## src/rtl/serializer_pkg.sv

```systemverilog
// Shared encodings and helpers for the parametrised frame serializer.
// Imported by par_calc and param_serializer.
package serializer_pkg;

    localparam logic LSB_FIRST_C = 1'b1;
    localparam logic MSB_FIRST_C = 1'b0;

    localparam logic EVEN_C = 1'b0;
    localparam logic ODD_C  = 1'b1;

    localparam int unsigned MIN_DATA_W = 5;
    localparam int unsigned MAX_DATA_W = 16;

    // Index of the next payload bit for a frame with cnt bits remaining.
    // Only meaningful for cnt != 0.
    function automatic int unsigned bit_index(
        input int unsigned cnt,
        input logic        lsb,
        input int unsigned width
    );
        if (lsb == LSB_FIRST_C)
            return width - cnt;
        else
            return cnt - 1;
    endfunction

endpackage

```

## src/rtl/par_calc.sv

```systemverilog
// Frame parity: XOR of the payload, inverted for odd parity.
// Purely combinational.
module par_calc
    import serializer_pkg::*;
#(
    parameter int DATA_WIDTH = 8
) (
    input  logic [DATA_WIDTH-1:0] data,
    input  logic                  par_typ,
    output logic                  par
);

    logic xor_all;

    assign xor_all = ^data;
    assign par     = (par_typ == ODD_C) ? ~xor_all : xor_all;

endmodule

```

## src/rtl/param_serializer.sv

```systemverilog
// Two-entry parallel-to-serial frame serializer: a shift stage fed
// directly or via a one-frame holding buffer, with per-frame parity.
module param_serializer
    import serializer_pkg::*;
#(
    parameter int DATA_WIDTH = 8,
    parameter int CNT_WIDTH  = $clog2(DATA_WIDTH + 1)
) (
    input  logic                  CLK,
    input  logic                  RST,
    input  logic [DATA_WIDTH-1:0] P_DATA,
    input  logic                  DATA_VALID,
    output logic                  DATA_READY,
    input  logic                  LSB_FIRST,
    input  logic                  PAR_TYP,
    input  logic                  SER_EN,
    output logic                  SER_DATA,
    output logic                  SER_DONE,
    output logic                  PAR_BIT
);

    localparam logic [CNT_WIDTH-1:0] FULL_CNT = CNT_WIDTH'(DATA_WIDTH);
    localparam logic [CNT_WIDTH-1:0] ONE_CNT  = CNT_WIDTH'(1);

    // Shift stage; its parity is the PAR_BIT register itself.
    logic [CNT_WIDTH-1:0]  cnt;
    logic [DATA_WIDTH-1:0] sh_data;
    logic                  sh_lsb;
    logic                  ser_q;
    logic                  par_q;

    // Holding buffer; PAR_TYP is folded into the stored parity.
    logic [DATA_WIDTH-1:0] buf_data;
    logic                  buf_lsb;
    logic                  buf_par;
    logic                  buf_full;

    logic                  in_par;
    logic                  accept;
    logic                  sh_empty;
    logic                  shift_en;
    logic                  load_in;
    logic                  promote;
    logic [DATA_WIDTH-1:0] sh_shifted;

    par_calc #(
        .DATA_WIDTH (DATA_WIDTH)
    ) u_par_calc (
        .data    (P_DATA),
        .par_typ (PAR_TYP),
        .par     (in_par)
    );

    assign sh_empty = (cnt == '0);
    assign accept   = DATA_VALID & ~buf_full;
    assign shift_en = SER_EN & ~sh_empty;
    // Accept needs an empty buffer, so a direct load never meets a promotion.
    assign load_in  = accept & sh_empty;
    assign promote  = sh_empty & ~SER_EN & buf_full;

    assign sh_shifted = sh_data >> bit_index(32'(cnt), sh_lsb, DATA_WIDTH);

    always_ff @(posedge CLK) begin
        if (RST) begin
            cnt     <= '0;
            sh_data <= '0;
            sh_lsb  <= MSB_FIRST_C;
            ser_q   <= 1'b0;
            par_q   <= 1'b0;
        end else if (shift_en) begin
            ser_q <= sh_shifted[0];
            cnt   <= cnt - ONE_CNT;
        end else if (load_in) begin
            sh_data <= P_DATA;
            sh_lsb  <= LSB_FIRST;
            par_q   <= in_par;
            cnt     <= FULL_CNT;
        end else if (promote) begin
            sh_data <= buf_data;
            sh_lsb  <= buf_lsb;
            par_q   <= buf_par;
            cnt     <= FULL_CNT;
        end
    end

    always_ff @(posedge CLK) begin
        if (RST) begin
            buf_data <= '0;
            buf_lsb  <= MSB_FIRST_C;
            buf_par  <= 1'b0;
            buf_full <= 1'b0;
        end else if (accept && !sh_empty) begin
            buf_data <= P_DATA;
            buf_lsb  <= LSB_FIRST;
            buf_par  <= in_par;
            buf_full <= 1'b1;
        end else if (promote) begin
            buf_full <= 1'b0;
        end
    end

    assign DATA_READY = ~buf_full;
    assign SER_DATA   = ser_q;
    assign SER_DONE   = sh_empty;
    assign PAR_BIT    = par_q;

endmodule

```

## config.mk

```make
export PLATFORM = sky130hd
export DESIGN_NAME = param_serializer
export DESIGN_NICKNAME = d
export VERILOG_FILES = /design/src/rtl/serializer_pkg.sv /design/src/rtl/par_calc.sv /design/src/rtl/param_serializer.sv
export SDC_FILE = /design/constraint.sdc
export NUM_CORES = 1
export LEC_CHECK = 0
export CORE_AREA = 2 2 55 57
export CTS_BUF_LIST = sky130_fd_sc_hd__clkbuf_8
export DETAILED_ROUTE_END_ITERATION = 6
export DIE_AREA = 0 0 57 59
export HOLD_SLACK_MARGIN = 0.02
export PLACE_DENSITY = 0.79
export SYNTH_ARGS = -nofsm -noshare
export SYNTH_HDL_FRONTEND = slang
export SYNTH_SLANG_ARGS = --single-unit
```

## constraint.sdc

```tcl
create_clock -name CLK -period 1.95 [get_ports CLK]
set_input_delay 0.2925 -clock CLK [delete_from_list [all_inputs] [get_ports CLK]]
set_output_delay 0.2925 -clock CLK [all_outputs]
set_load 0.05 [all_outputs]
```

==> flow_metrics.py, run 1 <==
metrics = {
    "outcome": {
        "status": "finished, final reports clean",
    },
    "timing": {
        "rsz0062_at_grt": "true",
        "skew_ns": 0.002691,
        "hold_viol_final": 0,
        "hold_slack_ns": 0.4544,
        "slew_headroom": 0.6734,
        "finalSetupViolations": 0,
        "fin_crit_sh": 0.9811,
        "worstMarginPinSlew_ns": 0.4775,
        "fmax_mhz": 522.7,
        "min_period_ns": 1.913,
        "final_max_slew_viol_count": 0,
    },
    "critical_path": {
        "critPathBufInv": 4,
        "cp.arrival_ns": 1.62,
        "r2r-end": "SER_DATA",
        "r2r_setup_slack_ns": 0.07,
        "cp_top_family": "simple AND/OR/NAND/NOR gates",
        "required_ns": 1.66,
        "crit_chain": "inv_2 > ha_4 > or3b_4 > inv_4 > buf_6 > buf_12",
        "cp_max_fo": 4,
        "slowest_delay_ns": 0.44,
        "rr_worst_depth": 7,
        "start_kind": "flip-flop",
        "cp-end-kind": "output pin",
        "cpMaxStageDelayCell": "or3b_4",
        "worstSetupPathType": "flip-flop to output pin",
        "r2r-start": "cnt[1]",
    },
    "synthesis": {
        "ys_seq_area_frac": 0.3841,
        "synth_compound_area_frac": 0.1708,
        "synthesis.area_sq_um": 1355,
        "synthMuxAreaShare": 0.08957,
        "synth_seq_cells": 26,
        "synthCells": 162,
        "ys_types": 34,
        "synth_area_per_cell_sq_um": 8.365,
        "synthSimpleGateAreaFrac": 0.2253,
        "synthXorXnorAreaFrac": 0.06187,
        "yosys.area_share.adder": 0.009234,
        "syn_nets": 177,
        "synth_top_family_by_area": "simple AND/OR/NAND/NOR gates",
        "synth_warnings": 0,
    },
    "layout": {
        "fillers": 239,
        "drive_above_1_share": 0.1935,
        "seqCellArea_sq_um": 523.0,
        "final_common_cell": "nand2_1",
        "instances_no_fill": 217,
        "multi_input_area_sq_um": 795.8,
        "fin_nets": 202,
        "utilization": 0.6450,
        "final_cell_mix": "35 x nand2_1, 24 x dfxtp_1, 16 x clkdlybuf4s50_1, 15 x a21oi_1, 14 x nor2_1",
        "area.growth.synth_to_final_pct": 28.99,
        "diodes": 0,
    },
    "worst_hold_path": {
        "hp-start": "buf_par",
        "min_path_cells": 2,
        "min_to": "buf_par",
        "hold_path_class": "flip-flop to flip-flop",
    },
    "global_route": {
        "grt_remaining_overflow": 0,
        "grt_pass1_wl_um": 5057,
        "grt_antenna_before_repair": 0,
        "grt_max_degree": 21,
        "grt_util_all_layers": 0.1969,
        "grt_pass1_vias": 1147,
    },
    "detailed_routing": {
        "firstDrtPassIters": 4,
        "ant_nets": 0,
        "drt-vias-per-instance": 5.571,
        "routed_wl_um": 2941,
        "remaining_drc_errors": 0,
        "wire_per_inst_um": 13.55,
        "vias": 1209,
        "drt-initial-drc-count": 50,
    },
    "die": {
        "dieArea_sq_um": 3363,
        "start_util": 0.5000,
        "die_y_um": 59,
        "core_sq_um": 2710,
        "pin_count": 18,
        "placementRows": 19,
        "die_x_um": 57,
    },
    "cts": {
        "cts_tree": "done",
        "postCtsHoldBufs": 0,
        "clock-sinks": 26,
        "clkTransAtPathRegs_ns": 0.09,
        "clock_path_buffers": 2,
        "cts_max_level": 1,
        "clockRootBuffer": "clkbuf_8",
        "insertion_delay_ns": 0.28,
        "cts_made_buffers": 3,
    },
    "placed_design": {
        "dp.cells": 209,
        "gp_congestion": 0.8070,
        "portBuffers": 17,
        "dp_hpwl_um": 2170,
    },
    "pwr": {
        "ir_worst_vdd_mv": 1.679,
        "leakagePower_uw": 0.0006465,
        "power_density_nw_per_um2": 1845,
    },
    "run": {
        "max_cap_violations": 0,
    },
}
-- repair_timing --
item / in CTS / in global routing
buffers inserted: 2 / 2
pin swaps: 1 / 3
cloned: 0 / 0
resized for setup: 5 / 4
setup endpoints to repair: 13 / 3
-- cell usage after synthesis --
cell        n  area (sq um)
mux2i_1     2         20.02
a32o_1      1         10.01
nand4_1     1         6.260
and2_1      1         6.260
a21o_1      1         7.510
dfxtp_1    26         520.5
nor3_1      3         15.01
nor2b_1     1         6.260
a311oi_1    8         70.07
xnor3_1     1         22.52
a221oi_1    1         8.760
a211oi_4    1         20.02
nand3_1    11         55.05
xor2_1      2         17.52
or3_1       1         6.260
a2111oi_0   1         8.760
a21oi_2     1         8.760
nand2_1    35         131.4
inv_1       8         30.03
xnor2_1     5         43.79
buf_6       2         22.52
buf_1       1         3.750
buf_2       1         5.000
a211oi_2    1         12.51
nor2_2      1         6.260
clkbuf_1    5         18.77
nor2_1     15         56.30
or3b_1      1         8.760
mux2_2      1         11.26
o21ai_0     2         10.01
mux4_2      4         90.09
ha_1        1         12.51
a21oi_1    15         75.07
nand3b_1    1         7.510
-- logic make-up (layout without fill, tap and decap cells) --
family / after synthesis / count (layout)
xor+xnor: 8 / 8
compound gates: 32 / 32
fa+ha+maj: 1 / 1
simple gates: 71 / 71
mux: 7 / 7
buf+inv: 17 / 41
flops: 26 / 26
-- per-layer routing --
layer,routed length (um),part of all wire,vias up,global-route usage
li1,-,-,615,-
met1,1297,0.44,553,0.2424
met2,1425,0.48,33,0.3300
met3,140,0.048,8,0.02838
met4,79,0.027,0,0.1163
met5,0,0,-,0
-- per-stage QoR --
stage	setup TNS, ns	instance area [sq um]	setup WS, ns	power [uW]
3_5_place_dp	-0.09331	1628	-0.02337	2593
2_1_floorplan	0	1393	0.01072	2159
4_1_cts	0	1720	0.006572	3147
3_3_place_gp	0	1628	0.05460	2534
6_report	0	1748	0.03678	3225
5_1_grt	-0.02103	1748	-0.01833	3454
-- area by class of cell --
class                      instances  area share
clock buffer                       3     0.02362
clock inverter                     1     0.01718
inverter                           8     0.01861
multi-input combinational        119      0.4553
sequential                        26      0.2992
tap                               31     0.02219
timing repair buffer              29      0.1639
-- worst min-delay path, delay by kind of cell, from the launching register on --
family             cells  cell delay [ns]
AOI/OAI and AO/OA      1             0.05
and+or+nand+nor        1             0.05
DFF                    1             0.32
-- sequential cells by signal (all words and copies together), names as in the netlist --
| signal | cells |
|---|---|
| buf_full | 1 |
| cnt | 4 |
| PAR_BIT | 1 |
| buf_lsb | 1 |
| sh_data | 8 |
| buf_par | 1 |
| buf_data | 8 |
| sh_lsb | 1 |
| SER_DATA | 1 |
-- how the worst max path moves through the flow --
stage	slack, ns	depth (start not counted)	to	start
2_1_floorplan	0.01	8	sh_lsb	cnt[0]
3_3_place_gp	0.05	7	sh_data[2]	cnt[1]
3_5_place_dp	-0.02	7	sh_lsb	cnt[1]
4_1_cts	0.007	6	SER_DONE	cnt[1]
5_1_grt	-0.02	6	SER_DONE	cnt[0]
6_report	0.04	6	SER_DONE	cnt[1]
-- power by group --
part | internal [uW] | switching, uW
Sequential | 728 | 161
Combinational | 918 | 965
Clock | 275 | 178
No activity file was read; power rests on OpenSTA's default activity.
==> inputs of run 2 (changes only) <==
CELL_PAD_IN_SITES_DETAIL_PLACEMENT = 0   (was default)
CELL_PAD_IN_SITES_GLOBAL_PLACEMENT = 1   (was default)
CORE_AREA = 2 2 63 65   (was 2 2 55 57)
DIE_AREA = 0 0 65 67   (was 0 0 57 59)
PLACE_DENSITY = 0.8   (was 0.79)
==> flow_metrics.py, run 2 (synthesis gave the netlist of run 1 again) <==
metrics = {
    "critical_path": {
        "worstSetupPathType": "flip-flop to flip-flop",
        "r2r-end": "SER_DATA",
        "cp.arrival_ns": 2.09,
        "r2r-start": "cnt[1]",
        "rr_worst_depth": 7,
        "required_ns": 2.12,
        "cp-end-kind": "flip-flop",
        "cp_max_fo": 4,
        "r2r_setup_slack_ns": 0.03,
        "start_kind": "flip-flop",
    },
    "die": {
        "die_x_um": 65,
        "placementRows": 22,
        "die_y_um": 67,
        "start_util": 0.3758,
        "core_sq_um": 3606,
        "dieArea_sq_um": 4355,
        "pin_count": 18,
    },
    "detailed_routing": {
        "vias": 1199,
        "remaining_drc_errors": 0,
        "firstDrtPassIters": 4,
        "ant_nets": 0,
        "drt-initial-drc-count": 16,
        "wire_per_inst_um": 13.30,
        "routed_wl_um": 3125,
        "drt-vias-per-instance": 5.102,
    },
    "timing": {
        "fin_crit_sh": 0.9833,
        "final_max_slew_viol_count": 0,
        "slew_headroom": 0.6638,
        "hold_viol_final": 0,
        "fmax_mhz": 521.5,
        "rsz0062_at_grt": "true",
        "min_period_ns": 1.917,
        "hold_slack_ns": 0.4574,
        "worstMarginPinSlew_ns": 0.5028,
        "finalSetupViolations": 0,
        "tns_ns": 0,
        "skew_ns": 0.001055,
    },
    "layout": {
        "fin_nets": 203,
        "final_cell_mix": "35 x nand2_1, 24 x dfxtp_1, 16 x clkdlybuf4s50_1, 15 x a21oi_1, 15 x nor2_1",
        "area.growth.synth_to_final_pct": 29.46,
        "final_common_cell": "nand2_1",
        "top_regs": "buf_data x8, sh_data x8, cnt x4",
        "fin_area_sq_um": 1754,
        "drive_above_1_share": 0.1925,
        "diodes": 0,
    },
    "placed_design": {
        "gp_congestion": 0.7661,
        "dpl_cell_area_sq_um": 1649,
        "portBuffers": 17,
        "dp_hpwl_um": 2339,
    },
    "cts": {
        "clock_path_buffers": 2,
        "insertion_delay_ns": 0.27,
        "clkTransAtPathRegs_ns": 0.09,
        "cts_max_level": 1,
        "clock-sinks": 26,
        "cts_made_buffers": 3,
        "clockRootBuffer": "clkbuf_8",
        "cts_tree": "done",
        "postCtsHoldBufs": 0,
    },
    "worst_hold_path": {
        "min_path_cells": 2,
        "min_to": "buf_par",
        "hp-start": "buf_par",
        "hold_path_class": "flip-flop to flip-flop",
    },
    "run": {
        "max_cap_violations": 0,
    },
    "global_route": {
        "grt_pass1_vias": 1188,
        "grt_antenna_before_repair": 0,
        "grt_max_degree": 26,
        "grt_remaining_overflow": 0,
        "grt_pass1_wl_um": 5064,
        "grt_util_all_layers": 0.1506,
    },
    "pwr": {
        "power_density_nw_per_um2": 1777,
        "leakagePower_uw": 0.0006423,
        "ir_worst_vdd_mv": 0.7379,
    },
    "outcome": {
        "status": "finished, final reports clean",
    },
}
-- run 2: cell types whose count changed in the layout (fill, tap and decap cells not counted) --
| cell | delta |
|---|---|
| buf_4 | +2 |
| buf_6 | -1 |
| bufinv_16 | -1 |
| clkbuf_8 | +1 |
| nor2_1 | +1 |
| nor2_2 | -1 |
-- run 2: layout make-up --
type                       count  area, sq um
fill                         362         1852
multi-input combinational    119        793.3
sequential                    26        523.0
timing repair buffer          30        290.3
tap                           48        60.06
clock buffer                   4        55.05
inverter                       8        32.53
-- run 2: power by group --
group,total (uW),internal (uW),switching [uW]
combinational,1880,911,967
sequential,889,728,161
clock,350,181,170
-- run 2: stage by stage --
stage | std cells | worst slack [ns] | power [uW] | util
after floorplan | 162 | 0.01072 | 2159 | -
after global placement | 226 | 0.02566 | 2565 | 0.4573
after detailed placement | 226 | -0.06943 | 2610 | 0.4573
after CTS | 234 | 0.008402 | 3085 | 0.4820
after global routing | 235 | -0.04962 | 3349 | 0.4865
final | 235 | 0.03252 | 3117 | 0.4865
-- run 2: repair_timing --
action / 4_1_cts / 5_1_grt
pin swaps: 1 / 4
gates resized for setup: 4 / 3
buffers inserted: 4 / 2
setup endpoints to repair: 13 / 2
-- run 2: worst max-delay path, cell delays in order (launching register included) --
cell and delay [ns]:
dfxtp_2 0.36, inv_2 0.05, ha_4 0.18, xor2_4 0.25
mux4_2 0.55, nand3_2 0.09, nand4_1 0.12, a32o_1 0.22
-- run 2: worst max path at each step --
stage / from / endpoint / slack [ns] / depth (start not counted)
5_1_grt: cnt[1] / SER_DATA / -0.05 / 7
6_report: cnt[1] / SER_DATA / 0.03 / 7
2_1_floorplan: cnt[0] / sh_lsb / 0.01 / 8
4_1_cts: cnt[0] / SER_DATA / 0.008 / 7
3_5_place_dp: cnt[1] / sh_lsb / -0.07 / 7
3_3_place_gp: cnt[1] / sh_lsb / 0.03 / 7
-- run 2: layer usage --
metal	GRT usage	vias up	part of all wire
li1	-	613	-
met1	0.1679	564	0.45
met2	0.2822	18	0.50
met3	0.02534	4	0.034
met4	0.06117	0	0.011
met5	0	-	0
==> inputs of run 3 (changes only) <==
CELL_PAD_IN_SITES_DETAIL_PLACEMENT = 1   (was 0)
CORE_AREA = 2 2 66 62   (was 2 2 63 65)
DIE_AREA = 0 0 68 64   (was 0 0 65 67)
SKIP_LAST_GASP = 1   (was default)
==> flow_metrics.py, run 3 (synthesis gave the netlist of run 1 again) <==
metrics = {
    "global_route": {
        "grt_pass1_vias": 1417,
        "grt_remaining_overflow": 0,
        "grt_pass1_wl_um": 6755,
        "grt_antenna_before_repair": 0,
        "grt_max_degree": 22,
        "grt_util_all_layers": 0.2082,
    },
    "layout": {
        "area.growth.synth_to_final_pct": 35.36,
        "multi_input_area_sq_um": 829.5,
        "seqCellArea_sq_um": 523.0,
        "diodes": 0,
        "fillers": 423,
        "drive_above_1_share": 0.2316,
        "top_regs": "buf_data x8, sh_data x8, cnt x4",
        "final_cell_mix": "34 x nand2_1, 24 x dfxtp_1, 16 x clkdlybuf4s50_1, 15 x a21oi_1, 15 x nor2_1",
        "final_common_cell": "nand2_1",
        "fin_nets": 206,
    },
    "pwr": {
        "switching_power_uw": 1476,
        "leakagePower_uw": 0.0006706,
        "intPower_uw": 2030,
        "combPwrFrac": 0.603,
        "ir_worst_vdd_mv": 0.8019,
        "power_density_nw_per_um2": 1911,
        "pwr-share-seq": 0.260,
        "clock_power_share": 0.137,
        "swShare": 0.4210,
        "power_uw": 3506,
    },
    "timing": {
        "fmax_mhz": 513.7,
        "rsz0062_at_grt": "true",
        "hold_viol_final": 0,
        "final_max_slew_viol_count": 0,
        "fin_ws_ns": 0.003371,
        "fin_crit_sh": 0.9983,
        "slew_headroom": 0.6664,
        "skew_ns": 0.005995,
        "finalSetupViolations": 0,
        "min_period_ns": 1.947,
        "worstMarginPinSlew_ns": 0.4989,
    },
    "cts": {
        "cts_max_level": 1,
        "clock_path_buffers": 2,
        "clockRootBuffer": "clkbuf_8",
        "insertion_delay_ns": 0.29,
        "postCtsHoldBufs": 0,
        "clock-sinks": 26,
        "clkTransAtPathRegs_ns": 0.10,
        "cts_made_buffers": 3,
        "cts_tree": "done",
    },
    "detailed_routing": {
        "drt-initial-drc-count": 39,
        "ant_nets": 0,
        "firstDrtPassIters": 4,
        "vias": 1256,
        "drt-vias-per-instance": 5.322,
        "wire_per_inst_um": 17.17,
        "remaining_drc_errors": 0,
        "routed_wl_um": 4051,
    },
    "critical_path": {
        "crit_cells": 6,
        "cp-end-kind": "output pin",
        "crit_chain": "inv_2 > ha_4 > or3b_4 > inv_4 > buf_6 > buf_12",
        "r2r-end": "PAR_BIT",
        "rr_worst_depth": 9,
        "cp_max_fo": 4,
        "crit_end": "SER_DONE",
        "r2r-start": "cnt[0]",
        "cp.arrival_ns": 1.65,
        "cpMaxStageDelayCell": "or3b_4",
        "worstSetupPathType": "flip-flop to output pin",
        "cp_top_family": "simple AND/OR/NAND/NOR gates",
        "crit_start": "cnt[0]",
        "start_kind": "flip-flop",
        "r2r_setup_slack_ns": 0.03,
        "slowest_delay_ns": 0.44,
        "required_ns": 1.66,
        "critPathBufInv": 4,
    },
    "worst_hold_path": {
        "hold_path_class": "flip-flop to flip-flop",
    },
    "die": {
        "start_util": 0.3737,
        "pin_count": 18,
        "core_sq_um": 3626,
        "dieArea_sq_um": 4352,
        "die_y_um": 64,
        "die_x_um": 68,
        "placementRows": 21,
    },
    "placed_design": {
        "post-place-ws_ns": -0.05764,
        "portBuffers": 17,
        "gp_congestion": 0.9320,
        "dp_hpwl_um": 2789,
    },
    "outcome": {
        "status": "finished, final reports clean",
    },
    "run": {
        "max_cap_violations": 0,
    },
}
## run 3: worst reg2reg max path: cells and delay by family, from the launching register on
family                     cells  cell delay [ns]
DFF                            1             0.34
adders and majority gates      1             0.18
muxes                          2             0.44
buffers and inverters          3             0.28
and+or+nand+nor                3             0.56
## run 3: timing repair
action,in CTS,in global routing
pin swaps,1,2
setup endpoints to repair,14,9
setup buffers,3,3
resized for setup,5,11
## run 3: worst min-delay path by stage
stage / from / end / cells after the start
after floorplan: P_DATA[0] / buf_data[0] / 2
after global placement: buf_par / buf_par / 2
after detailed placement: buf_data[1] / buf_data[1] / 2
after CTS: buf_data[1] / buf_data[1] / 2
after global routing: buf_data[1] / buf_data[1] / 2
final: buf_data[1] / buf_data[1] / 2
## run 3: routing by layer
layer / wire length [um] / global-route usage / vias to the layer above
met5: 0 / 0 / -
met4: 89 / 0.08750 / 0
met3: 142 / 0.04930 / 7
met2: 2123 / 0.3507 / 23
met1: 1695 / 0.2483 / 608
li1: - / - / 618
## run 3: cell type report
class | instances | area share
Multi-Input combinational cell | 119 | 0.4523
Tap cell | 46 | 0.03138
Sequential cell | 26 | 0.2851
Inverter | 8 | 0.01774
Clock buffer | 3 | 0.02251
Clock inverter | 1 | 0.01637
Timing Repair Buffer | 33 | 0.1746
## run 3: power by group through the flow
| stage | logic [uW] | clock network [uW] | registers, uW |
|---|---|---|---|
| floorplan | 1270 | 0 | 892 |
| global placement | 1710 | 0 | 885 |
| detailed placement | 1800 | 0 | 902 |
| CTS | 1930 | 469 | 892 |
| global route | 2270 | 515 | 940 |
| finish | 2120 | 479 | 911 |
## run 3: per-stage QoR
step / std cells / setup TNS (ns) / hold WS, ns / instance area, sq um / utilization
after global routing: 236 / -0.08224 / 0.4882 / 1834 / 0.5059
after floorplan: 162 / 0 / 0.4285 / 1393 / -
after detailed placement: 226 / -0.1637 / 0.4485 / 1662 / 0.4582
final: 236 / 0 / 0.4630 / 1834 / 0.5059
after global placement: 226 / 0 / 0.4408 / 1662 / 0.4582
after CTS: 233 / 0 / 0.4631 / 1762 / 0.4859
